--- config.mk ---
export PLATFORM = sky130hd
export DESIGN_NAME = parking_status_tx
export DESIGN_NICKNAME = d
export VERILOG_FILES = /design/src/rtl/parking_pkg.sv /design/src/rtl/uart_tx_byte.sv /design/src/rtl/parking_status_tx.sv
export SDC_FILE = /design/constraint.sdc
export NUM_CORES = 1
export LEC_CHECK = 0
export CAP_MARGIN = 20
export CORE_MARGIN = 10
export CORE_UTILIZATION = 35
export DETAILED_ROUTE_END_ITERATION = 10
export SLEW_MARGIN = 20
export SYNTH_ARGS = -nofsm -noshare
export SYNTH_HDL_FRONTEND = slang
export SYNTH_SLANG_ARGS = --single-unit
export TNS_END_PERCENT = 20
--- constraint.sdc ---
create_clock -name clk -period 7.75 [get_ports clk]
set_input_delay 1.55 -clock clk [delete_from_list [all_inputs] [get_ports clk]]
set_output_delay 1.55 -clock clk [all_outputs]
set_load 0.05 [all_outputs]
--- src/rtl/parking_pkg.sv ---
// parking_pkg: shared constants, state types and helpers for the parking-lot
// status path.
//
// Contents:
//   MAX_SPACES            capacity of the lot
//   ASCII_*               characters used in the status record
//   tx_state_t            record-level FSM states (parking_status_tx)
//   bit_phase_t           bit-level phases (uart_tx_byte)
//   count_to_bcd()        6-bit count -> {tens, ones} BCD, compare/subtract only
//   status_letter()       flag pair -> status character, full has priority
package parking_pkg;

  localparam int unsigned MAX_SPACES = 20;

  localparam logic [7:0] ASCII_ZERO = 8'h30;
  localparam logic [7:0] ASCII_F    = 8'h46;
  localparam logic [7:0] ASCII_A    = 8'h41;
  localparam logic [7:0] ASCII_E    = 8'h45;
  localparam logic [7:0] ASCII_LF   = 8'h0A;

  typedef enum logic [1:0] {
    ST_IDLE,
    ST_LOAD,
    ST_SEND,
    ST_GAP
  } tx_state_t;

  typedef enum logic [2:0] {
    PH_IDLE,
    PH_START,
    PH_DATA,
    PH_PARITY,
    PH_STOP
  } bit_phase_t;

  // 63 is the largest input, so six conditional subtractions of ten are
  // enough to leave the ones digit in the remainder.
  function automatic logic [7:0] count_to_bcd(input logic [5:0] value);
    logic [5:0] rem;
    logic [3:0] tens;
    rem  = value;
    tens = 4'd0;
    for (int i = 0; i < 6; i++) begin
      if (rem >= 6'd10) begin
        rem  = rem - 6'd10;
        tens = tens + 4'd1;
      end
    end
    return {tens, rem[3:0]};
  endfunction

  function automatic logic [7:0] status_letter(input logic full,
                                               input logic available);
    logic [7:0] letter;
    if (full) begin
      letter = ASCII_F;
    end else if (available) begin
      letter = ASCII_A;
    end else begin
      letter = ASCII_E;
    end
    return letter;
  endfunction

endpackage

--- src/rtl/uart_tx_byte.sv ---
// uart_tx_byte: serialises one byte onto a UART line, LSB first.
//
// Build option: PARKING_TX_PARITY_EN
//   defined   -> start, 8 data, even parity, stop (11 bits)
//   undefined -> start, 8 data, stop (8N1, 10 bits)
//
// Ports:
//   clk    in   system clock
//   rst    in   synchronous active-high reset
//   start  in   load data and begin a frame; accepted when idle or when done=1
//   data   in   byte to send, sampled with start
//   tx     out  serial line, idle high, registered
//   done   out  high during the final cycle of the stop bit
//
// Handshake: start is taken on any rising edge where the serialiser is idle
// or done is high, so a caller that answers done with start in the same cycle
// gets back-to-back frames with no idle time between them.
module uart_tx_byte
  import parking_pkg::*;
#(
  parameter int unsigned CLKS_PER_BIT = 868
) (
  input  logic       clk,
  input  logic       rst,
  input  logic       start,
  input  logic [7:0] data,
  output logic       tx,
  output logic       done
);

  localparam int CNT_W = (CLKS_PER_BIT > 1) ? $clog2(CLKS_PER_BIT) : 1;
  localparam logic [CNT_W-1:0] CNT_MAX = CNT_W'(CLKS_PER_BIT - 1);

  bit_phase_t       phase;
  logic [CNT_W-1:0] baud_cnt;
  logic [2:0]       bit_idx;
  logic [7:0]       shreg;
  logic             parity;
  logic             bit_end;

  assign bit_end = (baud_cnt == CNT_MAX);
  assign done    = (phase == PH_STOP) && bit_end;

  always_ff @(posedge clk) begin
    if (rst) begin
      phase    <= PH_IDLE;
      baud_cnt <= '0;
      bit_idx  <= 3'd0;
      shreg    <= 8'd0;
      parity   <= 1'b0;
      tx       <= 1'b1;
    end else if (start && ((phase == PH_IDLE) || done)) begin
      phase    <= PH_START;
      baud_cnt <= '0;
      bit_idx  <= 3'd0;
      shreg    <= data;
      parity   <= ^data;
      tx       <= 1'b0;
    end else if (phase != PH_IDLE) begin
      if (bit_end) begin
        baud_cnt <= '0;
        case (phase)
          PH_START: begin
            phase <= PH_DATA;
            tx    <= shreg[0];
            shreg <= {1'b0, shreg[7:1]};
          end
          PH_DATA: begin
            if (bit_idx == 3'd7) begin
`ifdef PARKING_TX_PARITY_EN
              phase <= PH_PARITY;
              tx    <= parity;
`else
              phase <= PH_STOP;
              tx    <= 1'b1;
`endif
            end else begin
              bit_idx <= bit_idx + 3'd1;
              tx      <= shreg[0];
              shreg   <= {1'b0, shreg[7:1]};
            end
          end
          PH_PARITY: begin
            phase <= PH_STOP;
            tx    <= 1'b1;
          end
          default: begin
            phase <= PH_IDLE;
            tx    <= 1'b1;
          end
        endcase
      end else begin
        baud_cnt <= baud_cnt + 1'b1;
      end
    end
  end

endmodule

--- src/rtl/parking_status_tx.sv ---
// parking_status_tx: sends a 4-byte ASCII occupancy record over UART each
// time the parking controller strobes update: tens digit, ones digit,
// status letter (F/A/E), line feed.
//
// Build option: PARKING_TX_PARITY_EN (passed through to uart_tx_byte).
//
// Ports:
//   clk        in   system clock
//   rst        in   synchronous active-high reset
//   update     in   one-cycle strobe: snapshot inputs and report them
//   count[5:0] in   occupancy
//   full       in   lot-full flag
//   available  in   space-available flag
//   tx         out  UART line, idle high
//   busy       out  record in progress or one pending
//
// Strobes arriving while a record is in flight only refresh the snapshot and
// set pending, so any burst collapses into a single follow-up record carrying
// the newest values. The record being sent is frozen in LOAD and never changes.
module parking_status_tx
  import parking_pkg::*;
#(
  parameter int unsigned CLK_FREQ_HZ = 100_000_000,
  parameter int unsigned BAUD        = 115200
) (
  input  logic       clk,
  input  logic       rst,
  input  logic       update,
  input  logic [5:0] count,
  input  logic       full,
  input  logic       available,
  output logic       tx,
  output logic       busy
);

  localparam int unsigned CLKS_PER_BIT = CLK_FREQ_HZ / BAUD;

  tx_state_t  state;
  tx_state_t  state_next;
  logic       pending;
  logic [5:0] snap_count;
  logic       snap_full;
  logic       snap_avail;
  logic [1:0] byte_idx;
  logic [7:0] rec_b1;
  logic [7:0] rec_b2;
  logic [7:0] rec_b3;
  logic [7:0] bcd;
  logic       byte_start;
  logic [7:0] byte_data;
  logic       byte_done;

  assign bcd  = count_to_bcd(snap_count);
  assign busy = (state != ST_IDLE) || pending;

  always_comb begin
    state_next = state;
    byte_start = 1'b0;
    byte_data  = 8'd0;
    case (state)
      ST_IDLE: begin
        if (update || pending) begin
          state_next = ST_LOAD;
        end
      end
      ST_LOAD: begin
        // Byte 0 goes straight to the serialiser; bytes 1..3 are latched.
        byte_start = 1'b1;
        byte_data  = ASCII_ZERO + {4'd0, bcd[7:4]};
        state_next = ST_SEND;
      end
      ST_SEND: begin
        if (byte_done) begin
          if (byte_idx == 2'd3) begin
            state_next = ST_GAP;
          end else begin
            byte_start = 1'b1;
            case (byte_idx)
              2'd0:    byte_data = rec_b1;
              2'd1:    byte_data = rec_b2;
              default: byte_data = rec_b3;
            endcase
          end
        end
      end
      ST_GAP: begin
        // A strobe landing here, or one already pending, chains straight
        // into the next record without passing through IDLE.
        if (update || pending) begin
          state_next = ST_LOAD;
        end else begin
          state_next = ST_IDLE;
        end
      end
      default: state_next = ST_IDLE;
    endcase
  end

  always_ff @(posedge clk) begin
    if (rst) begin
      state      <= ST_IDLE;
      pending    <= 1'b0;
      snap_count <= 6'd0;
      snap_full  <= 1'b0;
      snap_avail <= 1'b0;
      byte_idx   <= 2'd0;
      rec_b1     <= 8'd0;
      rec_b2     <= 8'd0;
      rec_b3     <= 8'd0;
    end else begin
      state <= state_next;
      if (update) begin
        snap_count <= count;
        snap_full  <= full;
        snap_avail <= available;
      end
      // The record started by entering LOAD consumes whatever snapshot is
      // current, so it also absorbs the pending request.
      if (state_next == ST_LOAD) begin
        pending <= 1'b0;
      end else if (update && (state != ST_IDLE)) begin
        pending <= 1'b1;
      end
      if (state == ST_LOAD) begin
        rec_b1   <= ASCII_ZERO + {4'd0, bcd[3:0]};
        rec_b2   <= status_letter(snap_full, snap_avail);
        rec_b3   <= ASCII_LF;
        byte_idx <= 2'd0;
      end else if ((state == ST_SEND) && byte_done && (byte_idx != 2'd3)) begin
        byte_idx <= byte_idx + 2'd1;
      end
    end
  end

  uart_tx_byte #(
    .CLKS_PER_BIT(CLKS_PER_BIT)
  ) u_byte (
    .clk  (clk),
    .rst  (rst),
    .start(byte_start),
    .data (byte_data),
    .tx   (tx),
    .done (byte_done)
  );

endmodule

==> results of run 1 <==
-- worst max path at each step --
stage          slack (ps)                           end  depth (start not counted)
2_1_floorplan        1620  u_byte.shreg[2]$_SDFFE_PP0P_                         31
3_3_place_gp         1210  u_byte.shreg[2]$_SDFFE_PP0P_                         33
3_5_place_dp          940  u_byte.shreg[2]$_SDFFE_PP0P_                         32
4_1_cts               890  u_byte.shreg[2]$_SDFFE_PP0P_                         32
5_1_grt               290  u_byte.shreg[2]$_SDFFE_PP0P_                         33
6_report              870  u_byte.shreg[2]$_SDFFE_PP0P_                         32
-- cell type report --
class                      count  area, um^2
clock buffer                   5        68.8
clock inverter                 2        38.8
fill                         966        5640
inverter                      21        78.8
multi-input combinational    326        2340
sequential                    45         901
tap                          129         161
timing repair buffer          15         143
-- through the flow --
| stage | cells | power, W | worst slack [ps] | hold slack [ps] |
|---|---|---|---|---|
| after floorplan | 408 | 0.000754 | 1620 | 431 |
| after global placement | 536 | 0.000846 | 1210 | 440 |
| after detailed placement | 536 | 0.000858 | 938 | 455 |
| after CTS | 543 | 0.00104 | 886 | 468 |
| after global routing | 543 | 0.00112 | 286 | 486 |
| final | 543 | 0.00103 | 875 | 461 |
-- cell families after synthesis --
group	share of synthesized area (%)
mux	7.32
xor+xnor	6.99
flops	26.5
compound gates	23.0
buf+inv	4.63
fa+ha+maj	7.72
simple gates	23.9
-- cells in the final DEF, fill, tap and decap left out, types with 5 or more instances in the layout --
cell type	n
nor3b_1	5
inv_1	20
xor2_1	10
clkdlybuf4s50_1	12
xnor2_1	9
mux2i_1	20
clkbuf_8	5
nand3_1	9
a21oi_1	25
nor2_1	60
o21ai_0	8
ha_1	21
nor3_1	9
dfxtp_1	45
nand4_1	5
nand2_1	30
nor2b_1	7
a31oi_1	7
nand2b_1	6
-- power by group --
part	switching (W)	internal, W
Clock	0.0000817	0.0000955
Sequential	0.0000205	0.000255
Combinational	0.000332	0.000246
-- flip-flops by register name (all words and copies together), names as in the netlist, 2 cells and up --
| name | count |
|---|---|
| u_byte.baud_cnt | 10 |
| u_byte.shreg | 7 |
| snap_count | 6 |
| rec_b1 | 5 |
| rec_b2 | 3 |
| u_byte.bit_idx | 3 |
| u_byte.phase | 3 |
| byte_idx | 2 |
| state | 2 |
-- worst register-to-register path: cells and delay by family, from the launching register on --
kind	cells	cell delay (ps)
buffers and inverters	5	470
flip-flops	1	470
AND/OR/NAND/NOR	11	1780
adder cells (fa/ha/maj)	6	1340
AO/OA/AOI/OAI	6	1530
XOR/XNOR	4	1200
-- per-layer routing --
metal | vias up | track usage (%)
met5 | - | 0
met4 | 0 | 2.98
met3 | 6 | 1.95
met2 | 40 | 15.5
met1 | 1277 | 13.4
li1 | 1473 | -
==> summary.txt, run 1 <==
Synthesis
  • Synth top cells by count: 60 x nor2_1, 45 x dfxtp_1, 30 x nand2_1
  • Ys flop type: dfxtp_1
  • Synth warn: 0
  • Asr flop ratio synth: 0%
  • Top cells by area, synth: dfxtp_1 26%, ha_1 7.7%, nor2_1 6.6%, mux2i_1 5.9%, a21oi_1 3.7%
  • Cells after Synth: 408
  • Post-synth top area cell: dfxtp_1
  • Post-synth EDFFs: 0
  • Distinct cells, synth: a little under 80
  • Synthesized area: ~3400 um^2
  • Top-count cell post-synth: nor2_1
  • Synthesized area per cell: around 8.3 um^2
  • Synth top area share: between 20% and 30%
  • Sequential cell area fraction in the yosys report: between 20% and 30%
  • Yosys reg bits: 45
  • Post-Synthesis Net Count: 440

Setup path
  • Worst-path fanout max: 7
  • Most used cell, CP: ha_1
  • Slowest stage delay, CP: between 400 and 500 ps
  • Top Family by Delay on Critical Path: simple AND/OR/NAND/NOR gates
  • Worst r2r src: snap_count[2]$_SDFFE_PP0P_
  • Slowest-stage cell, CP: a2111oi_4
  • Req. time, crit path: approximately 8000 ps
  • Number of cells on the worst reg-to-reg path: 32
  • CP endpoint kind: flop
  • RR Endpoint: u_byte.shreg[2]$_SDFFE_PP0P_
  • Worst Setup SP: snap_count[2]$_SDFFE_PP0P_
  • Critical setup path kind: reg2reg
  • CP Buf/Inv Count: 5
  • Arrival time of the worst setup path: 7080 ps
  • R2R setup slack: between 800 and 900 ps
  • Critical Path Source Type: flop

Cells and area
  • Area growth, synth to finish: 9.78%
  • Core Util, Final: between 30% and 40%
  • Nets: 446
  • Share of cells above drive strength 1: a little under an eighth
  • Diode count: 0
  • Final Instance Area: between 3000 and 4000 um^2

Placement
  • GPL Wtd Cong: between 0.8 and 0.9
  • Dpl hpwl: ~5300 um
  • Number of port buffers: 12
  • Placed cell area: 3630 um^2

CTS
  • Clock buffer depth: 2
  • CTS H-tree depth: 2
  • Clock Sinks: between 40 and 50
  • CTS tree: built
  • Post-CTS Hold Buffers: 0
  • Setup Fix Bufs, Post-CTS: 0
  • TritonCTS buffer count: 5
  • Clk Tree Root Cell: clkbuf_8
  • # resized after CTS: 0
  • Clock latency at the later pin of the worst-skew pair: slightly below 300 ps
  • Clk pin slew, worst setup/hold paths: ~90 ps

Drt
  • DRT Pass-1 Iters: 4
  • Met2 wire len: approximately 3000 um
  • Uppermost layer routed: met4
  • Drt initial violations: ~130
  • Via count: 2,796
  • Drt total wl: roughly 6900 um
  • DR WL met3: approximately 200 um
  • Post-route ant nets: 0
  • Vias per cell: 5.15
  • M1 WL: between 3000 and 4000 um
  • DRC violation count after routing: 0
  • Avg WL per Cell: around 13 um

Timing
  • Total negative slack: 0 ps
  • Max-slew violation count: 0
  • Skew final: 12.7 ps
  • Hold Violations, Final: 0
  • Worst Tran Pin Value: roughly 1000 ps
  • Rel. slew slack: between 30% and 40%
  • Clock period minus worst slack: about 6900 ps
  • Fmax: approximately 150 MHz
  • Final Setup Violations: 0
  • RSZ-0062 raised after global routing: no
  • Period utilization: approximately nine tenths

Global routing
  • Initial antenna violation count: 0
  • Vias in the first global route: ~2,700
  • Largest net degree at the start of global routing: 30
  • GRT Util Overall: ~9.9%
  • First-pass GRT wire length: ~12,000 um
  • Grt ovf: 0

Min path
  • Hold depth: 1
  • Worst Hold Class: reg2reg
  • Origin of the worst min-delay path: snap_avail$_SDFFE_PP0P_
  • Hold worst-path end: rec_b2[2]$_SDFFE_PP0P_

Floorplan
  • Rows: 35
  • Die width: about 120 um
  • Die ar.: 14,100 um^2
  • Boundary Pins: 13
  • Initial core utilization: a little over a third
  • Core Footprint: 9370 um^2
  • Die Y: 119 um

Pwr
  • Maximum vdd drop: roughly 100 uV
  • Leak Pwr: 1.45 nW
  • PwrDens: between 200 and 300 nW/um^2

Run status
  • Status: finished clean

Run
  • Total of max-cap violations: 0
Power figures use the tool's default switching activity.
==> run 2: changes to the inputs <==
- CTS_CLUSTER_DIAMETER: unset -> 60
- SETUP_SLACK_MARGIN: unset -> 0.5
==> summary.txt, run 2 (synthesis gave the netlist of run 1 again) <==
Pwr
  • Sw Ratio: 42.0% (-0.066 points)
  • Int Power: 0.000601 W (+0.77%)
  • Clock Power Share: 17.1% (about the same)
  • Pwr Total: 0.00104 W (+0.65%)
  • Leak Pwr: 1.46 nW (+0.49%)
  • Maximum vdd drop: 99.7 uV (-0.15%)
  • PwrDens: 277 nW/um^2 (+0.25%)
  • Reg power frac: 26.5% (-0.2 points)
  • Net switching power: 0.000436 W (+0.49%)
  • Combinational share of power: 56.4% (+0.3 points)

CTS
  • Clock latency at the later pin of the worst-skew pair: 290 ps (about the same)
  • CTS H-tree depth: 2 (unchanged)
  • Clock buffer depth: 2 (unchanged)
  • Clk Tree Root Cell: clkbuf_8
  • Post-CTS Hold Buffers: 0 (unchanged)
  • TritonCTS buffer count: 5 (unchanged)
  • CTS tree: built
  • Clock Sinks: 45 (unchanged)
  • Setup Fix Bufs, Post-CTS: 0 (unchanged)
  • # resized after CTS: 0 (unchanged)
  • Clk pin slew, worst setup/hold paths: 90 ps (about the same)

Cells and area
  • Final Instance Area: 3750 um^2 (+0.40%)
  • Fill cells: 963 (-0.31%)
  • Top reg by flops: u_byte.baud_cnt
  • Most frequent cells in the layout: 59 x nor2_1, 43 x dfxtp_1, 30 x nand2_1
  • Diode count: 0 (unchanged)
  • Max reg flops: 10 (unchanged)
  • Area growth, synth to finish: 10.2%
  • Share of cells above drive strength 1: 12.6% (+1.2 points)
  • Biggest regs: u_byte.baud_cnt: 10 flops, u_byte.shreg: 7 flops, snap_count: 6 flops
  • Commonest non-fill, non-tap cell in the layout: nor2_1
  • Nets: 446 (unchanged)

Drt
  • Drt total wl: 6920 um (about the same)
  • Via count: 2,798 (+0.072%)
  • Post-route ant nets: 0 (unchanged)
  • Avg WL per Cell: 12.7 um (about the same)
  • Drt initial violations: 132 (unchanged)
  • Vias per cell: 5.15 (about the same)
  • DRT Pass-1 Iters: 4 (unchanged)
  • DRC violation count after routing: 0 (unchanged)

Run status
  • Status: finished clean

Setup path
  • Top Family by Delay on Critical Path: simple AND/OR/NAND/NOR gates
  • Number of cells on the worst reg-to-reg path: 32 (unchanged)
  • Critical Path Source Type: flop
  • Worst-path fanout max: 7 (unchanged)
  • Req. time, crit path: 7960 ps (about the same)
  • Worst Setup EP: u_byte.shreg[2]$_SDFFE_PP0P_
  • Critical setup path kind: reg2reg
  • CP Buf/Inv Count: 5 (unchanged)
  • Worst r2r src: snap_count[2]$_SDFFE_PP0P_
  • Slowest stage delay, CP: 470 ps (about the same)
  • R2R setup slack: 1070 ps (+200 ps)
  • Arrival time of the worst setup path: 6880 ps (-200 ps)
  • RR Endpoint: u_byte.shreg[2]$_SDFFE_PP0P_
  • Most used cell, CP: ha_1
  • CP endpoint kind: flop
  • WP depth: 32 (unchanged)
  • Worst Setup SP: snap_count[2]$_SDFFE_PP0P_
  • Slowest-stage cell, CP: a2111oi_4

Timing
  • Clock period minus worst slack: 6680 ps (-197 ps)
  • Period utilization: 86.2% (-2.5 points)
  • Rel. slew slack: 32.2% (-0.69 points)
  • Skew final: 12.8 ps (+0.0896 ps)
  • Max-slew violation count: 0 (unchanged)
  • Final hold slack: 461 ps (+0.0190 ps)
  • Total negative slack: 0 ps (unchanged)
  • RSZ-0062 raised after global routing: no
  • Final Setup Violations: 0 (unchanged)
  • Hold Violations, Final: 0 (unchanged)
  • Worst Tran Pin Value: 1010 ps (+10.3 ps)
  • Fmax: 150 MHz (+3.0%)

Placement
  • Dpl hpwl: 5260 um (unchanged)
  • Placed cell area: 3630 um^2 (unchanged)
  • Number of port buffers: 12 (unchanged)
  • GPL Wtd Cong: 0.819 (unchanged)

Global routing
  • Largest net degree at the start of global routing: 30 (unchanged)
  • First-pass GRT wire length: 12,300 um (unchanged)
  • Initial antenna violation count: 0 (unchanged)
  • Vias in the first global route: 2,652 (unchanged)
  • GRT Util Overall: 9.91% (unchanged)
  • Grt ovf: 0 (unchanged)

Floorplan
  • Die width: 119 um (unchanged)
  • Rows: 35 (unchanged)
  • Die ar.: 14,100 um^2 (unchanged)
  • Boundary Pins: 13 (unchanged)
  • Core Footprint: 9370 um^2 (unchanged)
  • Die Y: 119 um (unchanged)
  • Initial core utilization: 36.3% (unchanged)

Min path
  • Origin of the worst min-delay path: snap_avail$_SDFFE_PP0P_
  • Worst Hold Class: reg2reg

Run
  • Total of max-cap violations: 0 (unchanged)
==> run 2: cell counts in the layout (fill, tap and decap cells not counted) <==
No cell type changed its count.
==> run 2: per-layer routing <==
layer  track usage [%]  up-vias  wire, um
li1                  -     1475         -
met1              13.4     1285      3590
met2              15.5       34      3050
met3              1.95        4       213
met4              2.98        0        65
met5                 0        -         0
==> run 2: power by group through the flow <==
stage | Clock [W] | Sequential (W) | Combinational [W]
final | 0.000177 | 0.000275 | 0.000585
after global routing | 0.000192 | 0.000279 | 0.000657
after CTS | 0.000184 | 0.000276 | 0.000581
after detailed placement | 0 | 0.000281 | 0.000577
after global placement | 0 | 0.000280 | 0.000566
after floorplan | 0 | 0.000276 | 0.000478
==> run 2: area by class of cell <==
type                       instances  area [um^2]  area share [%]
inverter                          21         78.8            2.10
clock buffer                       5         68.8            1.83
multi-input combinational        326         2360            62.8
sequential                        45          903            24.1
timing repair buffer              15          143            3.80
clock inverter                     2         38.8            1.03
tap                              129          161            4.30
==> run 2: worst register-to-register path, delay by kind of cell, from the launching register on <==
kind	cells	cell delay, ps
fa+ha+maj	6	1320
xor+xnor	4	1110
simple gates	11	1780
flops	1	400
compound gates	6	1530
buf+inv	5	440
==> run 2: how the worst min path moves through the flow <==
stage,end,slack (ps),cells past startpoint
after global routing,rec_b2[2]$_SDFFE_PP0P_,490,1
final,rec_b2[2]$_SDFFE_PP0P_,460,1
after CTS,rec_b2[2]$_SDFFE_PP0P_,470,1
after global placement,rec_b2[2]$_SDFFE_PP0P_,440,1
after detailed placement,rec_b2[2]$_SDFFE_PP0P_,450,1
after floorplan,rec_b2[2]$_SDFFE_PP0P_,430,1
==> run 2: per-stage QoR <==
| stage | utilization, % | setup WS, ps | instances |
|---|---|---|---|
| 2_1_floorplan | - | 1620 | 408 |
| 3_3_place_gp | 38.7 | 1210 | 536 |
| 3_5_place_dp | 38.7 | 938 | 536 |
| 4_1_cts | 39.9 | 886 | 543 |
| 5_1_grt | 40.0 | 533 | 543 |
| 6_report | 40.0 | 1070 | 543 |
==> run 3: changes to the inputs <==
- CORE_UTILIZATION: 35 -> 45
- PLACE_DENSITY: unset -> 0.59
- SYNTH_HIERARCHICAL: unset -> 1
==> summary.txt, run 3 <==
Run status
  • Status: finished clean

Setup path
  • CP Buf/Inv Count: 3 (-2)
  • R2R setup slack: 1050 ps (-20 ps)
  • Number of cells on the worst reg-to-reg path: 32 (unchanged)
  • CP endpoint kind: flop
  • Top Family by Delay on Critical Path: compound AO/OA/AOI/OAI gates
  • Worst r2r src: snap_count[2]$_SDFFE_PP0P_
  • Most used cell, CP: ha_1
  • Req. time, crit path: 7960 ps (about the same)
  • Worst-path fanout max: 9 (+2)
  • Arrival time of the worst setup path: 6910 ps (+30 ps)
  • WP depth: 32 (unchanged)
  • Critical Path Source Type: flop
  • Slowest-stage cell, CP: dfxtp_1
  • Critical setup path kind: reg2reg
  • Slowest stage delay, CP: 460 ps (about the same)
  • RR Endpoint: u_byte/shreg[2]$_SDFFE_PP0P_

Cells and area
  • Fill cells: 816 (-15%)
  • Biggest regs: u_byte/baud_cnt: 10 flops, u_byte/shreg: 8 flops, snap_count: 6 flops
  • Non-filler cells, final: 572 (+5.3%)
  • Area growth, synth to finish: 7.60%
  • Diode count: 0 (unchanged)
  • Share of cells above drive strength 1: 12.2% (-0.35 points)
  • Core Util, Final: 50.2% (+10 points)
  • Top reg by flops: u_byte/baud_cnt
  • Commonest non-fill, non-tap cell in the layout: nor2_1
  • Max reg flops: 10 (unchanged)
  • Nets: 498 (+12%)
  • Most frequent cells in the layout: 50 x nor2_1, 46 x dfxtp_1, 31 x nand2_1

CTS
  • Clk Tree Root Cell: clkbuf_8
  • TritonCTS buffer count: 5 (unchanged)
  • Clk pin slew, worst setup/hold paths: 80 ps (about the same)
  • CTS H-tree depth: 2 (unchanged)
  • Clock Sinks: 46 (+2.2%)
  • Clock buffer depth: 2 (unchanged)
  • CTS tree: built
  • Post-CTS Hold Buffers: 0 (unchanged)
  • Clock latency at the later pin of the worst-skew pair: 300 ps (about the same)

Synthesis
  • Synthesized area: 3850 um^2 (+13%)
  • Ys flop type: dfxtp_1
  • Mux share of post-synthesis cell area: 6.14% (-1.2 points)
  • Top-count cell post-synth: nor2_1
  • Post-Synthesis Net Count: 497 (+13%)
  • Post-Synth Simple-Gate Area: 24.3% (+0.45 points)
  • Yosys reg bits: 46 (+2.2%)
  • Compound-gate portion of the synthesized area: 28.8% (+5.8 points)
  • Top cells by area, synth: dfxtp_1 24%, ha_1 6.8%, mux2i_1 5.2%, nor2_1 4.9%, nand2_1 3.0%
  • Distinct cells, synth: 89 (+13%)
  • Synth warn: 6 (+6)
  • Asr flop ratio synth: 0% (unchanged)
  • Synth top cells by count: 50 x nor2_1, 46 x dfxtp_1, 31 x nand2_1
  • Post-synth top area cell: dfxtp_1
  • Synth top area share: 23.9% (-2.6 points)
  • Synthesized area per cell: 8.28 um^2 (-0.74%)
  • Synth Area in Adders: 6.82% (-0.90 points)
  • Sequential cell area fraction in the yosys report: 23.9% (-2.6 points)
  • Xor and xnor area share after synthesis: 4.29% (-2.7 points)
  • Post-synth EDFFs: 0 (unchanged)
  • Main combinational cell family by area after synthesis: compound AO/OA/AOI/OAI gates
  • Cells after Synth: 465 (+14%)

Drt
  • Avg WL per Cell: 15.4 um (+21%)
  • DRT Pass-1 Iters: 4 (unchanged)
  • Vias per cell: 6.05 (+17%)
  • DRC violation count after routing: 0 (unchanged)
  • Drt total wl: 8800 um (+27%)
  • Via count: 3,461 (+24%)
  • Drt initial violations: 177 (+34%)
  • Post-route ant nets: 0 (unchanged)

Pwr
  • Maximum vdd drop: 131 uV (+31%)
  • PwrDens: 254 nW/um^2 (-8.0%)
  • Leak Pwr: 1.55 nW (+6.8%)

Timing
  • Period utilization: 86.4% (+0.27 points)
  • Fmax: 149 MHz (-0.32%)
  • Hold Violations, Final: 0 (unchanged)
  • Final Setup Violations: 0 (unchanged)
  • Rel. slew slack: 48.7% (+16 points)
  • Skew final: 2.81 ps (-9.99 ps)
  • Setup ws final: 1050 ps (-21.2 ps)
  • Worst Tran Pin Value: 770 ps (-245 ps)
  • Max-slew violation count: 0 (unchanged)
  • RSZ-0062 raised after global routing: no
  • Final hold slack: 464 ps (+3.03 ps)
  • Total negative slack: 0 ps (unchanged)
  • Clock period minus worst slack: 6700 ps (+21.2 ps)

Floorplan
  • Boundary Pins: 13 (unchanged)
  • Core Footprint: 8260 um^2 (-12%)
  • Rows: 33 (-5.7%)
  • Die Y: 112 um (-5.2%)
  • Initial core utilization: 46.6% (+10 points)
  • Die width: 112 um (-5.2%)
  • Die ar.: 12,700 um^2 (-10%)

Min path
  • Hold depth: 1 (unchanged)
  • Worst Hold Class: reg2reg
  • Hold worst-path end: rec_b2[2]$_SDFFE_PP0P_
  • Origin of the worst min-delay path: snap_avail$_SDFFE_PP0P_

Global routing
  • GRT Util Overall: 13.3% (+3.4 points)
  • Largest net degree at the start of global routing: 42 (+40%)
  • First-pass GRT wire length: 14,900 um (+22%)
  • Vias in the first global route: 3,182 (+20%)
  • Grt ovf: 0 (unchanged)
  • Initial antenna violation count: 0 (unchanged)

Placement
  • Number of port buffers: 12 (unchanged)
  • GPL Wtd Cong: 0.847 (+3.4%)
  • Pre-CTS setup slack: 437 ps (-501 ps)
  • Dpl hpwl: 6540 um (+24%)
  • Placed cells: 562 (+4.9%)

Run
  • Total of max-cap violations: 0 (unchanged)
[run 3: worst max-delay path by stage]
stage | startpoint | to | slack (ps)
after floorplan | snap_count[2]$_SDFFE_PP0P_ | u_byte/shreg[2]$_SDFFE_PP0P_ | 1310
after global routing | snap_count[2]$_SDFFE_PP0P_ | u_byte/shreg[2]$_SDFFE_PP0P_ | 510
final | snap_count[2]$_SDFFE_PP0P_ | u_byte/shreg[2]$_SDFFE_PP0P_ | 1050
after global placement | snap_count[2]$_SDFFE_PP0P_ | u_byte/shreg[2]$_SDFFE_PP0P_ | 700
after detailed placement | snap_count[2]$_SDFFE_PP0P_ | u_byte/shreg[2]$_SDFFE_PP0P_ | 440
after CTS | snap_count[2]$_SDFFE_PP0P_ | u_byte/shreg[2]$_SDFFE_PP0P_ | 540
[run 3: cell type report]
cell class	instances	area (um^2)	area share [%]
inverters	20	77.6	1.87
well taps	105	131	3.17
clock inverters	2	12.5	0.302
repair buffers	17	158	3.81
clock buffers	6	82.6	1.99
flip-flops and latches	46	921	22.2
multi-input cells	376	2760	66.6
[run 3: what timing repair did]
action,in CTS,in global routing
endpoints found under the setup margin,1,7
resized for setup,1,9
pin swaps,0,4
hold endpoints to repair,0,0
setup buffers,0,2
[run 3: worst reg2reg max path: cells and delay by family (launching register included)]
| family | cells | cell delay, ps |
|---|---|---|
| compound gates | 11 | 2460 |
| xor+xnor | 1 | 170 |
| fa+ha+maj | 6 | 1300 |
| buf+inv | 3 | 270 |
| flops | 1 | 460 |
| mux | 2 | 710 |
| simple gates | 9 | 1280 |
[run 3: kinds of logic after synthesis]
logic type               after synthesis
multiplexers                          23
adder cells (fa/ha/maj)               21
buffers and inverters                 43
flip-flops                            46
XOR/XNOR                              18
other                                  1
AND/OR/NAND/NOR                      179
AO/OA/AOI/OAI                        134
[run 3: per-stage QoR]
stage,instance area [um^2],power (W)
2_1_floorplan,3850,0.000769
3_3_place_gp,3990,0.000868
3_5_place_dp,3990,0.000872
4_1_cts,4090,0.00103
5_1_grt,4140,0.00114
6_report,4140,0.00105
[run 3: power by group]
part / switching, W / internal (W) / total [W] / leakage, nW
clock: 0.0000816 / 0.0000718 / 0.000153 / 0.0472
combinational: 0.000356 / 0.000253 / 0.000609 / 1.13
sequential: 0.0000258 / 0.000265 / 0.000291 / 0.375
total: 0.000464 / 0.000590 / 0.00105 / 1.55
[run 3: routing by layer]
metal	vias up	global-route usage [%]	share of wire, %
met5	-	0	0
met4	0	5.41	2.9
met3	20	1.70	3.0
met2	79	21.9	47
met1	1613	17.1	47
li1	1749	-	-
